`config.mk`:
```
export PLATFORM = sky130hd
export DESIGN_NAME = ft601_tx_ctrl
export DESIGN_NICKNAME = d
export VERILOG_FILES = /design/src/rtl/ft601_tx_ctrl.sv
export SDC_FILE = /design/constraint.sdc
export NUM_CORES = 1
export LEC_CHECK = 0
export ABC_AREA = 1
export BUFFER_PORTS_ARGS = -buffer_cell sky130_fd_sc_hd__buf_2
export CAP_MARGIN = 0
export CELL_PAD_IN_SITES_DETAIL_PLACEMENT = 1
export CELL_PAD_IN_SITES_GLOBAL_PLACEMENT = 1
export CORE_ASPECT_RATIO = 0.9
export CORE_MARGIN = 4
export CORE_UTILIZATION = 34
export DETAILED_ROUTE_END_ITERATION = 12
export PLACE_DENSITY_LB_ADDON = 0.05
export SYNTH_ARGS = -nofsm -noshare
export SYNTH_HDL_FRONTEND = slang
export SYNTH_SLANG_ARGS = --single-unit
```
`constraint.sdc`:
```
create_clock -name clk_i -period 1.87 [get_ports clk_i]
set_input_delay 0.4675 -clock clk_i [delete_from_list [all_inputs] [get_ports clk_i]]
set_output_delay 0.4675 -clock clk_i [all_outputs]
set_load 0.03 [all_outputs]
```
`src/rtl/ft601_tx_ctrl.sv`:
```
// FT601 245-mode synchronous write master: pops a show-ahead source and bursts words onto the FTDI bus.
// Optional statistics counters are enabled with `define FT_TX_STATS_EN.
module ft601_tx_ctrl #(
   parameter int FT_DATA_WIDTH = 32,
   parameter int BE_WIDTH      = 4,
   parameter int BURST_LEN     = 4097
) (
   input  logic                     clk_i,
   input  logic                     reset_n,
   input  logic [FT_DATA_WIDTH-1:0] src_data_i,
   input  logic                     src_empty_i,
   input  logic                     src_enough_i,
   output logic                     src_re_o,
   input  logic                     ft_txe_n_i,
   output logic                     ft_wr_n_o,
   output logic [FT_DATA_WIDTH-1:0] ft_data_o,
   output logic [BE_WIDTH-1:0]      ft_be_o,
   output logic                     ft_oe_o,
   output logic                     busy_o,
   output logic                     short_burst_o,
   output logic [31:0]              words_sent_o,
   output logic [31:0]              stall_cycles_o
);

   localparam logic [12:0] BURST_LEN_C  = 13'(BURST_LEN);
   localparam logic [12:0] BURST_LAST_C = 13'(BURST_LEN - 1);

   typedef enum logic [1:0] {
      ST_IDLE  = 2'd0,
      ST_WRITE = 2'd1,
      ST_TURN  = 2'd2
   } state_t;

   state_t                     state_r;
   state_t                     state_nxt_s;
   logic                       out_valid_r;
   logic                       out_valid_nxt_s;
   logic [FT_DATA_WIDTH-1:0]   data_r;
   logic [12:0]                ld_cnt_r;
   logic [12:0]                acc_cnt_r;
   logic                       wr_n_r;
   logic [BE_WIDTH-1:0]        be_r;
   logic                       oe_r;
   logic                       busy_r;
   logic                       short_r;
   logic                       accept_s;
   logic                       load_s;
   logic                       slot_free_s;
   logic                       underrun_s;
   logic                       full_done_s;
   logic                       start_s;

   // Handshake decode: a word leaves when accepted, a new one enters when the slot is or becomes free.
   always_comb begin
      accept_s    = out_valid_r & ~ft_txe_n_i;
      slot_free_s = ~out_valid_r | accept_s;
      load_s      = (state_r == ST_WRITE) & ~src_empty_i & (ld_cnt_r < BURST_LEN_C) & slot_free_s;
      full_done_s = accept_s & (acc_cnt_r == BURST_LAST_C);
      underrun_s  = (state_r == ST_WRITE) & slot_free_s & src_empty_i & (ld_cnt_r < BURST_LEN_C);
      start_s     = src_enough_i & ~ft_txe_n_i;
   end

   assign src_re_o = load_s;

   // Next-state and next output-register occupancy.
   always_comb begin
      state_nxt_s     = state_r;
      out_valid_nxt_s = out_valid_r;
      case (state_r)
         ST_IDLE: begin
            if (start_s) begin
               state_nxt_s = ST_WRITE;
            end else begin
               state_nxt_s = ST_IDLE;
            end
         end
         ST_WRITE: begin
            if (full_done_s || underrun_s) begin
               state_nxt_s = ST_TURN;
            end else begin
               state_nxt_s = ST_WRITE;
            end
         end
         ST_TURN: begin
            state_nxt_s = ST_IDLE;
         end
         default: begin
            state_nxt_s = ST_IDLE;
         end
      endcase
      if (load_s) begin
         out_valid_nxt_s = 1'b1;
      end else if (accept_s) begin
         out_valid_nxt_s = 1'b0;
      end else begin
         out_valid_nxt_s = out_valid_r;
      end
   end

   // State, hold-on-stall output word, burst counters and registered bus controls.
   always_ff @(posedge clk_i or negedge reset_n) begin
      if (!reset_n) begin
         state_r     <= ST_IDLE;
         out_valid_r <= 1'b0;
         data_r      <= '0;
         ld_cnt_r    <= 13'd0;
         acc_cnt_r   <= 13'd0;
         wr_n_r      <= 1'b1;
         be_r        <= '0;
         oe_r        <= 1'b0;
         busy_r      <= 1'b0;
         short_r     <= 1'b0;
      end else begin
         state_r     <= state_nxt_s;
         out_valid_r <= out_valid_nxt_s;
         if (load_s) begin
            data_r <= src_data_i;
         end
         if (state_r == ST_IDLE) begin
            ld_cnt_r  <= 13'd0;
            acc_cnt_r <= 13'd0;
         end else begin
            if (load_s) begin
               ld_cnt_r <= ld_cnt_r + 13'd1;
            end
            if (accept_s) begin
               acc_cnt_r <= acc_cnt_r + 13'd1;
            end
         end
         wr_n_r  <= ~out_valid_nxt_s;
         be_r    <= {BE_WIDTH{out_valid_nxt_s}};
         oe_r    <= (state_nxt_s != ST_IDLE);
         busy_r  <= (state_nxt_s != ST_IDLE);
         short_r <= underrun_s;
      end
   end

   assign ft_wr_n_o     = wr_n_r;
   assign ft_data_o     = data_r;
   assign ft_be_o       = be_r;
   assign ft_oe_o       = oe_r;
   assign busy_o        = busy_r;
   assign short_burst_o = short_r;

`ifdef FT_TX_STATS_EN
   logic [31:0] words_sent_r;
   logic [31:0] stall_cycles_r;

   // Free-running accept and stall counters, cleared only by reset.
   always_ff @(posedge clk_i or negedge reset_n) begin
      if (!reset_n) begin
         words_sent_r   <= 32'd0;
         stall_cycles_r <= 32'd0;
      end else begin
         if (accept_s) begin
            words_sent_r <= words_sent_r + 32'd1;
         end
         if ((state_r == ST_WRITE) && out_valid_r && ft_txe_n_i) begin
            stall_cycles_r <= stall_cycles_r + 32'd1;
         end
      end
   end

   assign words_sent_o   = words_sent_r;
   assign stall_cycles_o = stall_cycles_r;
`else
   assign words_sent_o   = 32'd0;
   assign stall_cycles_o = 32'd0;
`endif

endmodule
```
After elaboration in Yosys (flattened, before gate mapping)
Cells that the tools add are included.
{"block": "classes", "add_sub_neg": 2, "reduce_logical": 5, "n_bitwise": 14, "eq_ne": 2, "n_mux": 9, "n_lt_le_gt_ge": 1}
{"op": "$mux 13", "count": 4}
{"op": "$add 13x1->13 const B", "count": 2}
{"op": "$eq 13x13->1 const B", "count": 1}
{"op": "$lt 13x13->1 const B", "count": 1}
{"op": "$and 1x1->1", "count": 9}
{"op": "$reduce_bool 2->1", "count": 3}
{"op": "$not 1->1", "count": 4}
{"op": "$pmux 2 s2", "count": 1}
{"op": "$mux 1", "count": 3}
{"op": "$eq 2x1->1 const B", "count": 1}
{"op": "$logic_not 2->1", "count": 1}
{"op": "$mux 2", "count": 1}
{"op": "$logic_or 1x1->1", "count": 1}
{"op": "$or 1x1->1", "count": 1}
{"block": "word_totals", "output_inout_bits": 105, "regBits": 65}

Logic depth before layout (Yosys ltp)
{"block": "depth", "depth_word": 10, "ltp_mapped": 11, "mapped_depth_nobuf": 9}

Worst setup path before layout
OpenSTA, ideal clock, no wires.
{"block": "synth_path", "path_type": "register to output", "start": "register ld_cnt_r[0]", "end": "output port src_re_o", "slack_ps": 167, "path_buffers": 2, "t_required_ps": 1402, "stages_incl_launch_ff": 9, "arrival_ps": 1235, "cell_sequence": "dfrtp_1 buf_6 nor2_1 and2_1 nand2_1 nand2_2 nand3_2 inv_2 buf_2"}
{"block": "synth_via", "elab_chain_cells": 3}
{"item": "start, declared", "line": "39", "source": "logic [12:0] ld_cnt_r;"}
{"item": "start signal, assigned", "line": "124", "source": "ld_cnt_r <= ld_cnt_r + 13'd1;"}
{"item": "$lt 13x13->1", "line": "57", "source": "load_s = (state_r == ST_WRITE) & ~src_empty_i & (ld_cnt_r < BURST_LEN_C) & slot_free_s;"}
{"item": "$and 1x1->1 (2 in series)", "line": "57"}
{"item": "end, declared", "line": "13", "source": "output logic src_re_o,"}
No other way between the ends.

Final worst setup path
{"block": "layout_path", "start": "register ld_cnt_r[11]", "end": "output port src_re_o"}
Same word-level chain as after synthesis.

==> run_results.csv <==
group,metric,value,unit
global_routing,grt_pass1_vias,3066,
synthesis,yosysSeqAreaShare,44.2,%
clocking,root_buffer,"clkbuf_16",
worst_setup_path,critPathArrivalTime,1470,ps
worst_setup_path,path_max_fanout,2,
route,dr.max_layer_used,"met4",
timing,slew_violations,0,
clocking,cts_hold_buf,0,
floorplan,die-height,106,um
cells_and_area,instances_no_fill,691,
placed_design,dpl_worst_slack,136,ps
global_routing,gr-total-overflow,0,
placed_design,place_area,0.00392,sq mm
timing,post-route-min-period,1940,ps
clocking,cts_buffers,9,
floorplan,initial_utilization,35.1,%
timing,relSlewSlack,63.8,%
worst_setup_path,cpMostUsedCell,"nand2_1",
timing,fin_crit_sh,104,%
clocking,cts_max_level,3,
route,routed_wl,9460,um
synthesis,postSynthAreaPerCell,7.71,sq um
synthesis,synth.distinct_cells,28,
route,wl_met2,4290,um
cells_and_area,drive_gt1_share,20.9,%
timing,holdWs,142,ps
route,firstDrtPassIters,5,
cells_and_area,fillers,1326,
synthesis,synthCells,470,
status,violations,"negative setup slack",
clocking,cts_tree,"built",
placed_design,dp_hpwl,6960,um
floorplan,row_count,35,
synthesis,yosysTopAreaCellShare,43.5,%
worst_setup_path,cp_top_family,"simple AND/OR/NAND/NOR gates",
route,route.detailed.drc,0,
clocking,clockBufferDepth,2,
route,postRouteAntennaNets,0,
floorplan,die_area,0.0124,sq mm
floorplan,io_pins,142,
placed_design,place_inst,673,
worst_setup_path,slowest_stage,"dfrtp_1",
synthesis,netlist_top_cells_area,"dfrtp_1 (43%), nand2_1 (18%), buf_4 (14%)",
min_path,worst_hold_path_type,"in2async",
timing,finalWorstSetupSlack,-68.1,ps
route,avgViaCountPerCell,4.40,
route,via_count,3040,
worst_setup_path,cp.required,1400,ps
synthesis,yosys_warnings,0,
timing,max_slew.worst_pin.slew,542,ps
status,outcome,"finished, violations left",
timing,fin_skew,9.47,ps
timing,max_freq,516,MHz
global_routing,grt_start_max_net_pins,65,
global_routing,grt_util_all_layers,15.7,%
cells_and_area,layout.nets,597,
cells_and_area,final_common_cell,"nand2_1",
worst_setup_path,critPathLaunchType,"register",
clocking,clk_latency,320,ps
job,cap_violations,0,
floorplan,die_w,117,um
worst_setup_path,worst-path-buf-inv,2,
cells_and_area,final_cell_mix,"nand2_1 (172), buf_2 (76), conb_1 (64), dfrtp_1 (63), nor2_1 (41)",
synthesis,ys_ff_latch,64,
worst_setup_path,crit_chain,"nor2_1, nand2_1, nor2_2, nand2_1, nand2_2, nand3_4, inv_4, buf_6",
timing,setup_viol,1,
global_routing,antenna_found_initial,0,
floorplan,design.core.area,0.0103,sq mm
worst_setup_path,path_class,"reg2out",
cells_and_area,stdcell_area,0.00425,sq mm
power,power.leakage,2.31,nW
worst_setup_path,worstSetupEndpointType,"primary output",
cells_and_area,area.growth.synth_to_final,17.1,%
synthesis,syn_area,0.00363,sq mm
global_routing,grt_pass1_wl,15300,um
clocking,clock-sinks,64,
placed_design,io_buffers,77,
synthesis,synth_area_leader_cell,"dfrtp_1",
power,max-vdd-ir-drop,0.791,mV
route,wl_per_cell,13.7,um
route,met3_length,741,um
timing,rsz0062_at_grt,"true",
timing,hold_viol_final,0,
placed_design,routabilityCongestion,0.793,
route,m1WireLength,4330,um
worst_setup_path,slowest_delay,370,ps
clocking,clk_pin_slew,60,ps
route,drt_iter0_drc,124,
power,p_per_area,1510,mW/mm^2
[worst reg2reg max path: cells and delay by family (launching register included)]
kind	cells	cell delay, ps
simple gates	9	940
buf+inv	2	360
flops	1	370
[stage by stage]
| step | total power [mW] | utilization, % | TNS (ps) |
|---|---|---|---|
| after detailed placement | 4.81 | 38.0 | 0 |
| after global routing | 6.86 | 41.1 | -172 |
| after floorplan | 4.18 | - | 0 |
| final | 6.42 | 41.1 | -68.1 |
| after CTS | 6.53 | 41.1 | -111 |
| after global placement | 4.79 | 38.0 | 0 |
[layer usage]
metal,up-vias,global-route usage (%)
met2,104,23.0
li1,1511,-
met5,-,0
met1,1417,21.8
met4,0,4.50
met3,8,5.75
[report_power, final]
| part | internal (mW) | total [mW] | switching [mW] |
|---|---|---|---|
| sequential | 1.81 | 2.04 | 0.236 |
| clock | 1.05 | 1.63 | 0.582 |
| combinational | 0.684 | 2.74 | 2.06 |
| total | 3.54 | 6.42 | 2.87 |
[cell families after synthesis]
| kind of cell | count (synthesis) | synth area share, % |
|---|---|---|
| XOR/XNOR | 6 | 1.45 |
| other | 1 | 0.103 |
| AO/OA/AOI/OAI | 24 | 3.52 |
| flip-flops | 64 | 44.2 |
| adder cells (fa/ha/maj) | 3 | 1.04 |
| buffers and inverters | 108 | 19.8 |
| AND/OR/NAND/NOR | 264 | 29.8 |
[path summary, 6_finish.rpt]
kind | startpoint | endpoint | slack (ps) | cells after the start
max in group asynchronous | reset_n | ld_cnt_r[10] | 1430 | 2
setup / recovery | ld_cnt_r[11] | src_re_o | -70 | 8
hold reg to reg | ft_data_o[17] | ft_data_o[17] | 470 | 2
hold / removal | reset_n | ft_data_o[9] | 140 | 2
setup reg to reg | ld_cnt_r[11] | ld_cnt_r[11] | 150 | 11
min in group clk_i | src_data_i[19] | ft_data_o[19] | 340 | 3
[layout make-up]
| class | count | area, sq um | area share [%] |
|---|---|---|---|
| well taps | 129 | 161 | 3.80 |
| multi-input cells | 361 | 1550 | 36.5 |
| diodes | 1 | 2.50 | 0.0589 |
| clock inverters | 4 | 45.0 | 1.06 |
| inverters | 25 | 96.3 | 2.27 |
| clock buffers | 11 | 243 | 5.71 |
| repair buffers | 96 | 547 | 12.9 |
| flip-flops and latches | 64 | 1600 | 37.7 |
[state kept, by name (all words and copies together), names as in the netlist]
register and flops:
busy_o 1, short_burst_o 1, state_r 2, ft_be_o 1
ld_cnt_r 13, ft_wr_n_o 1, ft_data_o 32, acc_cnt_r 13
[cells in the mapped netlist (all sizes together)]
cell type / count
nand2: 174
buf: 80
dfrtp: 63
nor2: 42
nand3: 30
inv: 25
a21oi: 11
o21ai: 10
nand4: 8
nor3: 7
xor2: 4
clkbuf: 3
ha: 3
o21bai: 2
xnor2: 2
and2: 1
conb: 1
dfstp: 1
nand3b: 1
nor3b: 1
o21a: 1
[what timing repair did]
| action | 4_1_cts | 5_1_grt |
|---|---|---|
| buffers inserted | 2 | 0 |
| cloned | 0 | 0 |
| pin swaps | 4 | 5 |
| gates resized for setup | 4 | 1 |
| endpoints found under the setup margin | 1 | 2 |
No activity file was read; power rests on OpenSTA's default activity.
